===== config.mk =====
export PLATFORM = sky130hd
export DESIGN_NAME = cpu_bus_arbiter_flat
export DESIGN_NICKNAME = d
export VERILOG_FILES = /design/src/rtl/cpu_bus_arbiter_if.sv /design/src/rtl/cpu_bus_arbiter.sv /design/src/flat_wrapper.sv
export SDC_FILE = /design/constraint.sdc
export NUM_CORES = 1
export LEC_CHECK = 0
export CAP_MARGIN = 20
export CELL_PAD_IN_SITES_DETAIL_PLACEMENT = 1
export CELL_PAD_IN_SITES_GLOBAL_PLACEMENT = 2
export CORE_MARGIN = 2
export CORE_UTILIZATION = 28
export DETAILED_ROUTE_END_ITERATION = 8
export GPL_TIMING_DRIVEN = 0
export PLACE_DENSITY_LB_ADDON = 0.2
export SKIP_CTS_REPAIR_TIMING = 1
export SYNTH_ARGS = -nofsm -noshare
export SYNTH_HDL_FRONTEND = slang
export SYNTH_SLANG_ARGS = --single-unit

===== constraint.sdc =====
create_clock -name clk -period 20.8 [get_ports clk]
set_clock_uncertainty 0.1 [all_clocks]
set_input_delay 4.16 -clock clk [delete_from_list [all_inputs] [get_ports clk]]
set_output_delay 4.16 -clock clk [all_outputs]
set_load 0.02 [all_outputs]

===== src/rtl/cpu_bus_arbiter_if.sv =====
// Signal bundle between the CPU fetch/load-store ports,
// the arbiter and the shared memory bus.
interface cpu_bus_arbiter_if #(
    parameter int ADDR_W = 64,
    parameter int DATA_W = 64,
    parameter int MASK_W = DATA_W / 8
);
    logic [ADDR_W-1:0] instr_address_in;
    logic              instr_read_in;
    logic [DATA_W-1:0] instr_read_value_out;
    logic              instr_ready_out;
    logic [ADDR_W-1:0] data_address_in;
    logic              data_read_in;
    logic              data_write_in;
    logic [DATA_W-1:0] data_write_value_in;
    logic [MASK_W-1:0] data_write_mask_in;
    logic [DATA_W-1:0] data_read_value_out;
    logic              data_ready_out;
    logic [ADDR_W-1:0] mem_address_out;
    logic              mem_read_out;
    logic              mem_write_out;
    logic [DATA_W-1:0] mem_write_value_out;
    logic [MASK_W-1:0] mem_write_mask_out;
    logic [DATA_W-1:0] mem_read_value_in;
    logic              mem_ready_in;

    // Arbiter view.
    modport slave (
        input  instr_address_in, instr_read_in,
        input  data_address_in, data_read_in, data_write_in,
        input  data_write_value_in, data_write_mask_in,
        input  mem_read_value_in, mem_ready_in,
        output instr_read_value_out, instr_ready_out,
        output data_read_value_out, data_ready_out,
        output mem_address_out, mem_read_out, mem_write_out,
        output mem_write_value_out, mem_write_mask_out
    );

    // CPU plus memory view.
    modport master (
        output instr_address_in, instr_read_in,
        output data_address_in, data_read_in, data_write_in,
        output data_write_value_in, data_write_mask_in,
        output mem_read_value_in, mem_ready_in,
        input  instr_read_value_out, instr_ready_out,
        input  data_read_value_out, data_ready_out,
        input  mem_address_out, mem_read_out, mem_write_out,
        input  mem_write_value_out, mem_write_mask_out
    );
endinterface


===== src/rtl/cpu_bus_arbiter.sv =====
// Two-to-one instruction/data arbiter onto one memory bus,
// alternating priority, fully registered outputs.
module cpu_bus_arbiter #(
    parameter int ADDR_W = 64,
    parameter int DATA_W = 64,
    parameter int MASK_W = DATA_W / 8
) (
    input logic              clk,
    input logic              reset,
    cpu_bus_arbiter_if.slave bus
);
    typedef enum logic [2:0] {
        IDLE, BUSY_I, BUSY_D, RESP_I, RESP_D
    } state_t;

    state_t state, state_d;

    // 1 = data port won the most recent grant.
    logic last_d;

    logic i_pend, d_pend, d_win;
    logic grant_i, grant_d;
    logic done_i, done_d;
    logic match_i, match_d;

    logic [ADDR_W-1:0] addr_q;
    logic              rd_q, wr_q;
    logic [DATA_W-1:0] wval_q;
    logic [MASK_W-1:0] mask_q;
    logic [DATA_W-1:0] i_rval_q, d_rval_q;
    logic              i_rdy_q, d_rdy_q;

    logic [ADDR_W-1:0] snap_addr;
    logic              snap_rd, snap_wr;

    // Arbitration, completion detection and next state.
    always_comb begin
        state_d = state;
        grant_i = 1'b0;
        grant_d = 1'b0;
        done_i  = 1'b0;
        done_d  = 1'b0;
        i_pend  = bus.instr_read_in;
        d_pend  = bus.data_read_in | bus.data_write_in;
        d_win   = d_pend & (~i_pend | ~last_d);
        match_i = (bus.instr_address_in == snap_addr)
                & (bus.instr_read_in == snap_rd);
        match_d = (bus.data_address_in == snap_addr)
                & (bus.data_read_in == snap_rd)
                & (bus.data_write_in == snap_wr);
        unique case (state)
            IDLE: begin
                grant_d = d_win;
                grant_i = i_pend & ~d_win;
                if (grant_d)      state_d = BUSY_D;
                else if (grant_i) state_d = BUSY_I;
            end
            BUSY_I: begin
                done_i = bus.mem_ready_in;
                if (done_i) state_d = RESP_I;
            end
            BUSY_D: begin
                done_d = bus.mem_ready_in;
                if (done_d) state_d = RESP_D;
            end
            RESP_I:  state_d = IDLE;
            RESP_D:  state_d = IDLE;
            default: state_d = IDLE;
        endcase
    end

    // State register and priority history.
    always_ff @(posedge clk or posedge reset) begin
        if (reset) begin
            state  <= IDLE;
            last_d <= 1'b0;
        end else begin
            state <= state_d;
            if (grant_d)      last_d <= 1'b1;
            else if (grant_i) last_d <= 1'b0;
        end
    end

    // Bus launch, snapshot, read capture and ready pulses.
    always_ff @(posedge clk or posedge reset) begin
        if (reset) begin
            addr_q    <= '0;
            rd_q      <= 1'b0;
            wr_q      <= 1'b0;
            wval_q    <= '0;
            mask_q    <= '0;
            i_rval_q  <= '0;
            d_rval_q  <= '0;
            i_rdy_q   <= 1'b0;
            d_rdy_q   <= 1'b0;
            snap_addr <= '0;
            snap_rd   <= 1'b0;
            snap_wr   <= 1'b0;
        end else begin
            i_rdy_q <= 1'b0;
            d_rdy_q <= 1'b0;
            if (grant_i) begin
                addr_q    <= bus.instr_address_in;
                rd_q      <= 1'b1;
                wr_q      <= 1'b0;
                wval_q    <= '0;
                mask_q    <= '0;
                snap_addr <= bus.instr_address_in;
                snap_rd   <= 1'b1;
                snap_wr   <= 1'b0;
            end
            if (grant_d) begin
                addr_q    <= bus.data_address_in;
                rd_q      <= bus.data_read_in;
                wr_q      <= bus.data_write_in;
                wval_q    <= bus.data_write_value_in;
                mask_q    <= bus.data_write_mask_in;
                snap_addr <= bus.data_address_in;
                snap_rd   <= bus.data_read_in;
                snap_wr   <= bus.data_write_in;
            end
            if (done_i) begin
                i_rval_q <= bus.mem_read_value_in;
                rd_q     <= 1'b0;
                wr_q     <= 1'b0;
                i_rdy_q  <= match_i;
            end
            if (done_d) begin
                d_rval_q <= bus.mem_read_value_in;
                rd_q     <= 1'b0;
                wr_q     <= 1'b0;
                d_rdy_q  <= match_d;
            end
        end
    end

    assign bus.mem_address_out      = addr_q;
    assign bus.mem_read_out         = rd_q;
    assign bus.mem_write_out        = wr_q;
    assign bus.mem_write_value_out  = wval_q;
    assign bus.mem_write_mask_out   = mask_q;
    assign bus.instr_read_value_out = i_rval_q;
    assign bus.instr_ready_out      = i_rdy_q;
    assign bus.data_read_value_out  = d_rval_q;
    assign bus.data_ready_out       = d_rdy_q;
endmodule

===== src/flat_wrapper.sv =====
// flat-port wrapper written by rule: the top's interface ports become plain ports
module cpu_bus_arbiter_flat 
#(
    parameter int ADDR_W = 64,
    parameter int DATA_W = 64,
    parameter int MASK_W = DATA_W / 8
)
  (clk, reset, bus_instr_address_in, bus_instr_read_in, bus_data_address_in, bus_data_read_in, bus_data_write_in, bus_data_write_value_in, bus_data_write_mask_in, bus_mem_read_value_in, bus_mem_ready_in, bus_instr_read_value_out, bus_instr_ready_out, bus_data_read_value_out, bus_data_ready_out, bus_mem_address_out, bus_mem_read_out, bus_mem_write_out, bus_mem_write_value_out, bus_mem_write_mask_out);
  cpu_bus_arbiter_if #(.ADDR_W(ADDR_W), .DATA_W(DATA_W), .MASK_W(MASK_W)) bus_i ();
  input logic clk;
  input logic reset;
  input wire logic [$bits(bus_i.instr_address_in)-1:0] bus_instr_address_in;
  input wire logic [$bits(bus_i.instr_read_in)-1:0] bus_instr_read_in;
  input wire logic [$bits(bus_i.data_address_in)-1:0] bus_data_address_in;
  input wire logic [$bits(bus_i.data_read_in)-1:0] bus_data_read_in;
  input wire logic [$bits(bus_i.data_write_in)-1:0] bus_data_write_in;
  input wire logic [$bits(bus_i.data_write_value_in)-1:0] bus_data_write_value_in;
  input wire logic [$bits(bus_i.data_write_mask_in)-1:0] bus_data_write_mask_in;
  input wire logic [$bits(bus_i.mem_read_value_in)-1:0] bus_mem_read_value_in;
  input wire logic [$bits(bus_i.mem_ready_in)-1:0] bus_mem_ready_in;
  output wire logic [$bits(bus_i.instr_read_value_out)-1:0] bus_instr_read_value_out;
  output wire logic [$bits(bus_i.instr_ready_out)-1:0] bus_instr_ready_out;
  output wire logic [$bits(bus_i.data_read_value_out)-1:0] bus_data_read_value_out;
  output wire logic [$bits(bus_i.data_ready_out)-1:0] bus_data_ready_out;
  output wire logic [$bits(bus_i.mem_address_out)-1:0] bus_mem_address_out;
  output wire logic [$bits(bus_i.mem_read_out)-1:0] bus_mem_read_out;
  output wire logic [$bits(bus_i.mem_write_out)-1:0] bus_mem_write_out;
  output wire logic [$bits(bus_i.mem_write_value_out)-1:0] bus_mem_write_value_out;
  output wire logic [$bits(bus_i.mem_write_mask_out)-1:0] bus_mem_write_mask_out;
  assign bus_i.instr_address_in = bus_instr_address_in;
  assign bus_i.instr_read_in = bus_instr_read_in;
  assign bus_i.data_address_in = bus_data_address_in;
  assign bus_i.data_read_in = bus_data_read_in;
  assign bus_i.data_write_in = bus_data_write_in;
  assign bus_i.data_write_value_in = bus_data_write_value_in;
  assign bus_i.data_write_mask_in = bus_data_write_mask_in;
  assign bus_i.mem_read_value_in = bus_mem_read_value_in;
  assign bus_i.mem_ready_in = bus_mem_ready_in;
  assign bus_instr_read_value_out = bus_i.instr_read_value_out;
  assign bus_instr_ready_out = bus_i.instr_ready_out;
  assign bus_data_read_value_out = bus_i.data_read_value_out;
  assign bus_data_ready_out = bus_i.data_ready_out;
  assign bus_mem_address_out = bus_i.mem_address_out;
  assign bus_mem_read_out = bus_i.mem_read_out;
  assign bus_mem_write_out = bus_i.mem_write_out;
  assign bus_mem_write_value_out = bus_i.mem_write_value_out;
  assign bus_mem_write_mask_out = bus_i.mem_write_mask_out;
  cpu_bus_arbiter #(.ADDR_W(ADDR_W), .DATA_W(DATA_W), .MASK_W(MASK_W)) u_core (.clk(clk), .reset(reset), .bus(bus_i));
endmodule

==> results.ini, run 1 <==
[clocking]
clk_pin_slew_worst_paths_ns = 0.06
cts_sinks = 274
clk_path_buf_depth = 3
cts_root_buf = clkbuf_16
clk_latency_ns = 0.54
numCtsBuffers = 36
h-tree-depth = 2
cts_tree = yes

[synthesis]
ys.flop_type = dfrtp_1
synthMuxAreaShare_pct = 12.2
synth_top_family_by_area = compound AO/OA/AOI/OAI gates
postSynthCellCount = 932
synth_compound_area_share_pct = 12.2
async_flop_share_pct = 100
ys_warn_count = 0
synth_top_cell_area_share_pct = 58.2
synth-edff-count = 0
synthSimpleGateAreaFrac_pct = 5.17
synth_nets = 1202
synth_seq_cells = 274
synth_cell_types = 33
syn_area_um2 = 11800
synthAdderAreaFrac_pct = 0
yosys-top-cells-area = dfrtp_1 (58%), mux2_2 (12%), xnor2_1 (5.6%)
yosys.area_share.xor_xnor_pct = 9.81
syn_avg_cell_area_um2 = 12.6
synth_top_area_cell = dfrtp_1
ys_seq_area_share_pct = 58.2

[setup_path]
cp_data_required_time_ns = 21.14
worstSetupEndpointType = register
crit_type = input pin to register
start_kind = input pin
cp.arrival_ns = 6.60
crit_start = bus_data_address_in[23]
timing.rr.start = u_core.bus.mem_address_out[20]
critPathMaxFanout = 2

[global_routing]
antenna_found_initial = 10
grt-ovfl-total = 0
grt_usage_pct = 23.6
grt_max_degree = 110
grt_pass1_wl_um = 75800
grt_pass1_vias = 11200

[sta]
worst_pin_slew_ns = 1.00
fin_setup_tns_ns = 0
drv_slew = 0
fmax_ghz = 0.160
timing.slew.headroom_pct = 32.4
min_period_ns = 6.25
whs_ns = 0.403
rsz0062_at_grt = false
setup_viol = 0
fin_crit_sh_pct = 30.1
hold_violations = 0

[final_layout]
layout_common_cells = clkdlybuf4s50_1 (535), dfrtp_1 (274), mux2_2 (128)
area_growth_pct = 62.7
nFillCells = 4394
final_core_util_pct = 45.9
final_common_cell = clkdlybuf4s50_1
drive_gt1_share_pct = 14.8
nets = 1777

[drt]
dr.pass1.iters = 4
wire_per_inst_um = 24.9
drc = 0
vias = 10000
wl_um = 51700
postRouteAntennaNets = 0
drtIter0Drc = 448
vias_per_cell = 4.83

[die]
fp.coreArea_um2 = 41800
io-pin-count = 538
die_y_um = 209
start_util_pct = 28.2
std_cell_rows = 75
dieArea_um2 = 43800
die_w_um = 209

[hold_path]
holdCritStartpoint = u_core.bus.mem_write_value_out[37]
min_path_type = register to register

[power_and_ir_drop]
p_per_area_nw_per_um2 = 173
ir_drop_uv = 71.0
power_mw = 3.32
leakage_nw = 7.82

[flow_run]
maxCapViolCount = 0

[run_status]
status = finished clean

[placement]
gp_congestion = 0.845
numPortBuffers = 535
dp_hpwl_um = 39700

[cells in the mapped netlist, drive strengths merged (3+ instances only)]
| cell type | count |
|---|---|
| nand3 | 3 |
| clkbuf | 25 |
| xor2 | 56 |
| xnor2 | 76 |
| nor2 | 3 |
| nor4 | 19 |
| a22o | 73 |
| buf | 37 |
| mux2 | 128 |
| nand2 | 68 |
| nand4 | 21 |
| nor3 | 4 |
| o22ai | 65 |
| o21ai | 65 |
| dfrtp | 274 |
[layout make-up]
class / instances / area, µm² / area share (%)
plain buffers: 62 / 277 / 1.44
clock inverters: 7 / 150 / 0.783
inverters: 1 / 11.3 / 0.0587
well taps: 539 / 674 / 3.52
flip-flops and latches: 274 / 6860 / 35.8
multi-input cells: 595 / 4650 / 24.2
diodes: 8 / 20.0 / 0.104
repair buffers: 537 / 5410 / 28.2
clock buffers: 56 / 1130 / 5.89
[sequential cells by signal (all words and copies together) (netlist names)]
signal,count
u_core.bus.instr_ready_out,1
u_core.last_d,1
u_core.bus.mem_write_mask_out,8
u_core.bus.mem_write_value_out,64
u_core.bus.mem_read_out,1
u_core.bus.mem_write_out,1
u_core.bus.instr_read_value_out,64
u_core.snap_rd,1
u_core.bus.data_read_value_out,64
u_core.snap_wr,1
u_core.bus.mem_address_out,64
u_core.bus.data_ready_out,1
u_core.state,3
[metal layers]
| metal | GRT usage (%) | part of all wire, % | up-vias |
|---|---|---|---|
| li1 | - | - | 4547 |
| met1 | 28.2 | 40 | 5037 |
| met5 | 0 | 0.062 | - |
| met2 | 39.2 | 49 | 376 |
| met4 | 10.1 | 3.3 | 4 |
| met3 | 7.47 | 7.8 | 79 |
[report_power, final]
part	internal [mW]	switching, mW	total, mW
clock	0.423	0.246	0.669
sequential	0.789	0.187	0.976
combinational	0.786	0.893	1.68
[critical path, stage by stage]
cell	delay (ns)
clkdlybuf4s50_1	0.45
xor2_1	0.18
nor4_1	0.75
nand4_1	0.24
or4_1	0.55
nor4_2	0.27
[logic make-up after synthesis]
kind of cell              after synthesis
AOI/OAI and AO/OA                     212
buffers and inverters                  63
DFF                                   274
and+or+nand+nor                       123
muxes                                 128
xor gates and xnor gates              132
[path summary, 6_finish.rpt]
path / end / slack, ns / depth (start not counted)
setup / recovery: u_core.bus.data_ready_out / 14.55 / 6
hold / removal: u_core.bus.mem_write_value_out[37] / 0.40 / 1
setup reg to reg: u_core.bus.data_ready_out / 18.22 / 5
hold reg to reg: u_core.bus.mem_write_value_out[37] / 0.40 / 1
max in group asynchronous: u_core.bus.data_read_value_out[32] / 15.16 / 4
min in group asynchronous: u_core.bus.mem_write_value_out[46] / 3.98 / 2
[through the flow]
step	cells	cell area [µm²]	setup slack, ns
detailed placement	2008	17900	13.95
floorplan	932	11800	8.99
finish	2079	19200	14.55
global placement	2006	17800	4.61
CTS	2071	19200	14.52
global route	2078	19200	14.39
Power figures use the tool's default switching activity.
==> run 2: changes to the inputs <==
--- a/config.mk
+++ b/config.mk
@@ -9,7 +9,7 @@
 export CELL_PAD_IN_SITES_DETAIL_PLACEMENT = 1
 export CELL_PAD_IN_SITES_GLOBAL_PLACEMENT = 2
 export CORE_MARGIN = 2
-export CORE_UTILIZATION = 28
+export CORE_UTILIZATION = 23
 export DETAILED_ROUTE_END_ITERATION = 8
 export GPL_TIMING_DRIVEN = 0
 export PLACE_DENSITY_LB_ADDON = 0.2
==> constraint.sdc (replaced) <==
create_clock -name clk -period 5.75 [get_ports clk]
set_clock_uncertainty 0.1 [all_clocks]
set_input_delay 1.15 -clock clk [delete_from_list [all_inputs] [get_ports clk]]
set_output_delay 1.15 -clock clk [all_outputs]
set_load 0.02 [all_outputs]
==> run 2 against run 1 <==
Against the previous run:
- final cell count increased by 6.3%
- routed wire length increased by 6.2%
- combinational power grew to 3.7 times the previous value
- design area up 0.45%
- register-to-register slack got worse by 15 ns
- utilization decreased by 7.7 points
- die area grew 21%
- largest power group unchanged
==> results.ini, run 2 (synthesized netlist as in run 1, its figures left out) <==
[global_routing]
grt_max_degree = 39  ; -65%
grt-ovfl-total = 0  ; unchanged
antenna_found_initial = 3  ; -7
grt_pass1_vias = 11200  ; -0.027%
grt_pass1_wl_um = 79500  ; +4.9%
grt_usage_pct = 20.5  ; -3.1 points

[drt]
wl_um = 54900  ; +6.2%
drc = 0  ; unchanged
vias = 10000  ; -0.18%
postRouteAntennaNets = 0  ; unchanged
dr.pass1.iters = 4  ; unchanged
vias_per_cell = 4.54  ; -6.1%
drtIter0Drc = 465  ; +3.8%
wire_per_inst_um = 24.8  ; about the same

[final_layout]
layout_common_cells = clkdlybuf4s50_1 (535), dfrtp_1 (274), mux2_2 (128)
nFillCells = 5387  ; +23%
final_common_cell = clkdlybuf4s50_1
drive_gt1_share_pct = 14.5  ; -0.21 points
finish.instance_area_um2 = 19300  ; +0.45%
nets = 1783  ; +0.34%
area_growth_pct = 63.4

[power_and_ir_drop]
power_mw = 11.8  ; +260%
leakage_nw = 7.78  ; -0.56%
ir_drop_uv = 276  ; +290%
p_per_area_nw_per_um2 = 615  ; +250%

[sta]
rsz0062_at_grt = false
min_period_ns = 3.30
hold_violations = 0  ; unchanged
drv_slew = 0  ; unchanged
timing.slew.headroom_pct = 42.2  ; +9.8 points
fmax_ghz = 0.303
setup_viol = 0  ; unchanged
fin_crit_sh_pct = 57.5
worst_pin_slew_ns = 0.867  ; -0.137 ns
fin_setup_tns_ns = 0  ; unchanged

[setup_path]
timing.rr.start = u_core.bus.mem_address_out[20]
cpLargestDelayFamily = simple AND/OR/NAND/NOR gates
reg2reg_to = u_core.bus.data_ready_out
r2r_cells = 5  ; unchanged
start_kind = input pin
worstSetupEndpointType = register
cp_data_required_time_ns = 6.10  ; -15.04 ns
path_buf_inv = 1  ; unchanged
crit_type = input pin to register
critPathMaxFanout = 2  ; unchanged
crit_chain = clkdlybuf4s50_1, xor2_1, nor4_1, nand4_1, or4_1, nor4_2
crit_slowest_cell = nor4_1
slowest_delay_ns = 0.73  ; -0.02 ns
crit_start = bus_data_address_in[20]
ff2ff_setup_slack_ns = 3.09  ; -15.13 ns
cp.arrival_ns = 3.66  ; -2.94 ns

[die]
std_cell_rows = 82  ; +9.3%
die_y_um = 230  ; +10%
start_util_pct = 23.4  ; -4.8 points
die_w_um = 230  ; +10%
io-pin-count = 538  ; unchanged
fp.coreArea_um2 = 50400  ; +21%
dieArea_um2 = 53100  ; +21%

[flow_run]
maxCapViolCount = 0  ; unchanged

[placement]
dp_hpwl_um = 42900  ; +8.1%
numPortBuffers = 535  ; unchanged
gp_congestion = 0.838  ; -0.88%
placedInstanceArea_um2 = 18200  ; +1.5%

[clocking]
cts_root_buf = clkbuf_16
clk_path_buf_depth = 3  ; unchanged
cts_tree = yes
cts_sinks = 274  ; unchanged
numCtsBuffers = 36  ; unchanged
clk_pin_slew_worst_paths_ns = 0.05  ; about the same
clk_latency_ns = 0.55  ; about the same
h-tree-depth = 2  ; unchanged

[hold_path]
holdPathEnd = u_core.bus.mem_write_value_out[51]
holdCritStartpoint = u_core.bus.mem_write_value_out[51]
whs_path_depth = 1  ; unchanged
min_path_type = register to register

[run_status]
status = finished clean

==> run 2: cell types whose count changed in the layout (fill, tap and decap cells not counted), moves of 2 or more <==
| cell | change |
|---|---|
| bufinv_16 | -3 |
| buf_12 | +7 |
| clkbuf_16 | -2 |
| clkbuf_1 | +5 |
| diode_2 | -4 |
| clkbuf_8 | -6 |
==> run 2: through the flow <==
stage / utilization (%) / worst slack [ns] / std cells / hold WS [ns]
floorplan: - / 0.877 / 932 / 0.364
global placement: 35.7 / -1.78 / 2139 / 0.386
detailed placement: 36.0 / 1.94 / 2147 / 0.392
CTS: 38.2 / 2.52 / 2206 / 0.407
global route: 38.2 / 2.35 / 2209 / 0.416
finish: 38.2 / 2.45 / 2210 / 0.402
==> run 2: power by group <==
group / leakage, nW / switching (mW) / internal (mW)
sequential: 3.38 / 0.670 / 2.85
clock: 0.537 / 0.892 / 1.27
combinational: 3.86 / 3.31 / 2.85
==> run 2: worst max path at each step <==
stage                                             end  slack, ns  cells after the start
floorplan           u_core.bus.data_read_value_out[0]       0.88                      1
global placement       u_core.bus.mem_address_out[40]      -1.78                      2
detailed placement          u_core.bus.data_ready_out       1.94                      6
CTS                         u_core.bus.data_ready_out       2.52                      6
global route           u_core.bus.mem_address_out[40]       2.35                      8
finish                      u_core.bus.data_ready_out       2.45                      6
==> run 2: worst reg2reg max path, cell delays in order (launching register included) <==
cell	delay (ns)
dfrtp_1	0.44
xor2_1	0.17
nor4_1	0.73
nand4_1	0.31
or4_1	0.56
nor4_2	0.27
==> run 2: layout make-up <==
| type | instances | area, µm² | share of cell area, % |
|---|---|---|---|
| Timing Repair Buffer | 543 | 5520 | 28.7 |
| Tap cell | 672 | 841 | 4.36 |
| Multi-Input combinational cell | 595 | 4650 | 24.1 |
| Inverter | 1 | 7.51 | 0.0390 |
| Sequential cell | 274 | 6860 | 35.6 |
| Antenna cell | 4 | 10.0 | 0.0520 |
| Clock buffer | 53 | 1010 | 5.27 |
| Buffer | 62 | 277 | 1.44 |
| Clock inverter | 6 | 85.1 | 0.442 |
==> run 2: per-layer routing <==
| layer | wire [µm] | vias up | share of wire, % | global-route usage (%) |
|---|---|---|---|---|
| met3 | 3320 | 76 | 6.1 | 4.84 |
| met5 | 0 | - | 0 | 0 |
| met2 | 27300 | 327 | 50 | 35.3 |
| met4 | 1570 | 0 | 2.9 | 7.04 |
| li1 | - | 4534 | - | - |
| met1 | 22700 | 5088 | 41 | 25.2 |
==> run 3: changes to the inputs <==
==> constraint.sdc (replaced) <==
create_clock -name clk -period 2.8 [get_ports clk]
set_clock_uncertainty 0.1 [all_clocks]
set_input_delay 0.56 -clock clk [delete_from_list [all_inputs] [get_ports clk]]
set_output_delay 0.56 -clock clk [all_outputs]
set_load 0.02 [all_outputs]
==> run 3 against run 2 <==
Against the previous run:
- first-iteration DRC count increased by 1.1%
- highest routed layer unchanged
- sequential power increased by 110%
- total power rose by 110%
- critical endpoint unchanged
- global-route usage is the same
- worst hold slack worse by 0.13 ns
==> results.ini, run 3 (synthesized netlist as in run 1, its figures left out) <==
[die]
dieArea_um2 = 53100  ; unchanged
die_y_um = 230  ; unchanged
die_w_um = 230  ; unchanged
start_util_pct = 23.4  ; unchanged
io-pin-count = 538  ; unchanged
std_cell_rows = 82  ; unchanged
fp.coreArea_um2 = 50400  ; unchanged

[placement]
dp_cells = 2147  ; unchanged
dp_slack_ns = -0.418  ; -2.36 ns
placedInstanceArea_um2 = 18200  ; unchanged
numPortBuffers = 535  ; unchanged
gp_congestion = 0.838  ; unchanged
dp_hpwl_um = 42900  ; unchanged

[sta]
whs_ns = 0.268  ; -0.134 ns
fmax_ghz = 0.369
rsz0062_at_grt = false
fin_crit_sh_pct = 96.8
fin_setup_tns_ns = 0  ; unchanged
finalWorstSetupSlack_ns = 0.0893  ; -2.36 ns
min_period_ns = 2.71
timing.slew.headroom_pct = 42.4  ; +0.20 points
worst_pin_slew_ns = 0.864  ; -0.00306 ns
hold_violations = 0  ; unchanged
drv_slew = 0  ; unchanged
setup_viol = 0  ; unchanged

[drt]
vias = 10000  ; +0.040%
dr.pass1.iters = 4  ; unchanged
postRouteAntennaNets = 0  ; unchanged
drc = 0  ; unchanged
wire_per_inst_um = 24.8  ; -0.17%
vias_per_cell = 4.54  ; about the same
wl_um = 54800  ; -0.17%
drtIter0Drc = 470  ; +1.1%

[setup_path]
ff2ff_setup_slack_ns = 0.14  ; -2.95 ns
cpLargestDelayFamily = simple AND/OR/NAND/NOR gates
worstSetupPathDepth = 6  ; unchanged
crit_slowest_cell = nor4_1
crit_start = bus_data_address_in[20]
r2r_cells = 5  ; unchanged
slowest_delay_ns = 0.72  ; about the same
reg2reg_to = u_core.bus.data_ready_out
cp_data_required_time_ns = 3.15  ; -2.95 ns
path_buf_inv = 1  ; unchanged
cp.arrival_ns = 3.06  ; -0.60 ns
critPathCapture = u_core.bus.data_ready_out
timing.rr.start = u_core.bus.mem_address_out[23]
crit_chain = clkdlybuf4s50_1, xor2_1, nor4_1, nand4_1, or4_1, nor4_2
worstSetupEndpointType = register
crit_type = input pin to register
start_kind = input pin
critPathMaxFanout = 2  ; unchanged

[clocking]
h-tree-depth = 2  ; unchanged
numCtsBuffers = 36  ; unchanged
clk_pin_slew_worst_paths_ns = 0.06  ; about the same
cts_tree = yes
clk_path_buf_depth = 3  ; unchanged
cts_sinks = 274  ; unchanged
cts_root_buf = clkbuf_16
clk_latency_ns = 0.55  ; about the same

[final_layout]
drive_gt1_share_pct = 14.6  ; +0.065 points
area_growth_pct = 63.5  ; about the same
seqCellArea_um2 = 6860  ; unchanged
layout.cells.non_filler = 2210  ; unchanged
final_common_cell = clkdlybuf4s50_1
final_core_util_pct = 38.3  ; about the same
nets = 1783  ; unchanged
layout_common_cells = clkdlybuf4s50_1 (535), dfrtp_1 (274), mux2_2 (128)
finish.instance_area_um2 = 19300  ; about the same
nFillCells = 5386  ; -0.019%
multiInputGateArea_um2 = 4660  ; +0.13%

[power_and_ir_drop]
leakage_nw = 7.78  ; about the same
p_per_area_nw_per_um2 = 1260  ; +110%
power_mw = 24.3  ; +110%
ir_drop_uv = 567  ; +110%

[global_routing]
grt-ovfl-total = 0  ; unchanged
antenna_found_initial = 3  ; unchanged
grt_pass1_wl_um = 79500  ; unchanged
grt_pass1_vias = 11200  ; unchanged
grt_max_degree = 39  ; unchanged
grt_usage_pct = 20.5  ; unchanged

[flow_run]
maxCapViolCount = 0  ; unchanged

[run_status]
status = finished clean

[hold_path]
min_path_type = input pin to register

-- run 3: cell counts in the layout (fill, tap and decap cells not counted) --
No cell type changed its count.
-- run 3: power by group --
group / internal (mW) / total [mW] / switching [mW]
registers: 5.86 / 7.24 / 1.38
clock network: 2.61 / 4.44 / 1.83
logic: 5.86 / 12.6 / 6.79
-- run 3: area by class of cell --
type                    count  share of cell area (%)
diodes                      4                  0.0519
plain buffers              62                    1.43
clock buffers              53                    5.27
clock inverters             6                   0.442
inverters                   1                  0.0390
multi-input cells         595                    24.2
flip-flops and latches    274                    35.6
well taps                 672                    4.36
repair buffers            543                    28.7
-- run 3: how the worst min path moves through the flow --
stage / endpoint / slack [ns] / from / cells after the start
floorplan: u_core.last_d / 0.36 / u_core.last_d / 2
global placement: u_core.bus.mem_write_value_out[28] / 0.39 / u_core.bus.mem_write_value_out[28] / 1
detailed placement: u_core.bus.mem_write_value_out[10] / 0.39 / u_core.bus.mem_write_value_out[10] / 1
CTS: u_core.snap_rd / 0.23 / bus_data_read_in / 2
global route: u_core.bus.mem_write_value_out[58] / 0.26 / reset / 2
finish: u_core.snap_rd / 0.27 / bus_data_read_in / 2
-- run 3: worst reg2reg max path, cell delays in order (launching register included) --
cell     delay, ns
dfrtp_1       0.43
xor2_1        0.16
nor4_1        0.74
nand4_1       0.31
or4_1         0.56
nor4_2        0.27
-- run 3: per-layer routing --
metal / routed length, µm / vias up / global-route usage (%)
li1: - / 4536 / -
met4: 1570 / 0 / 7.04
met5: 0 / - / 0
met1: 22500 / 5094 / 25.2
met3: 3440 / 76 / 4.84
met2: 27300 / 323 / 35.3
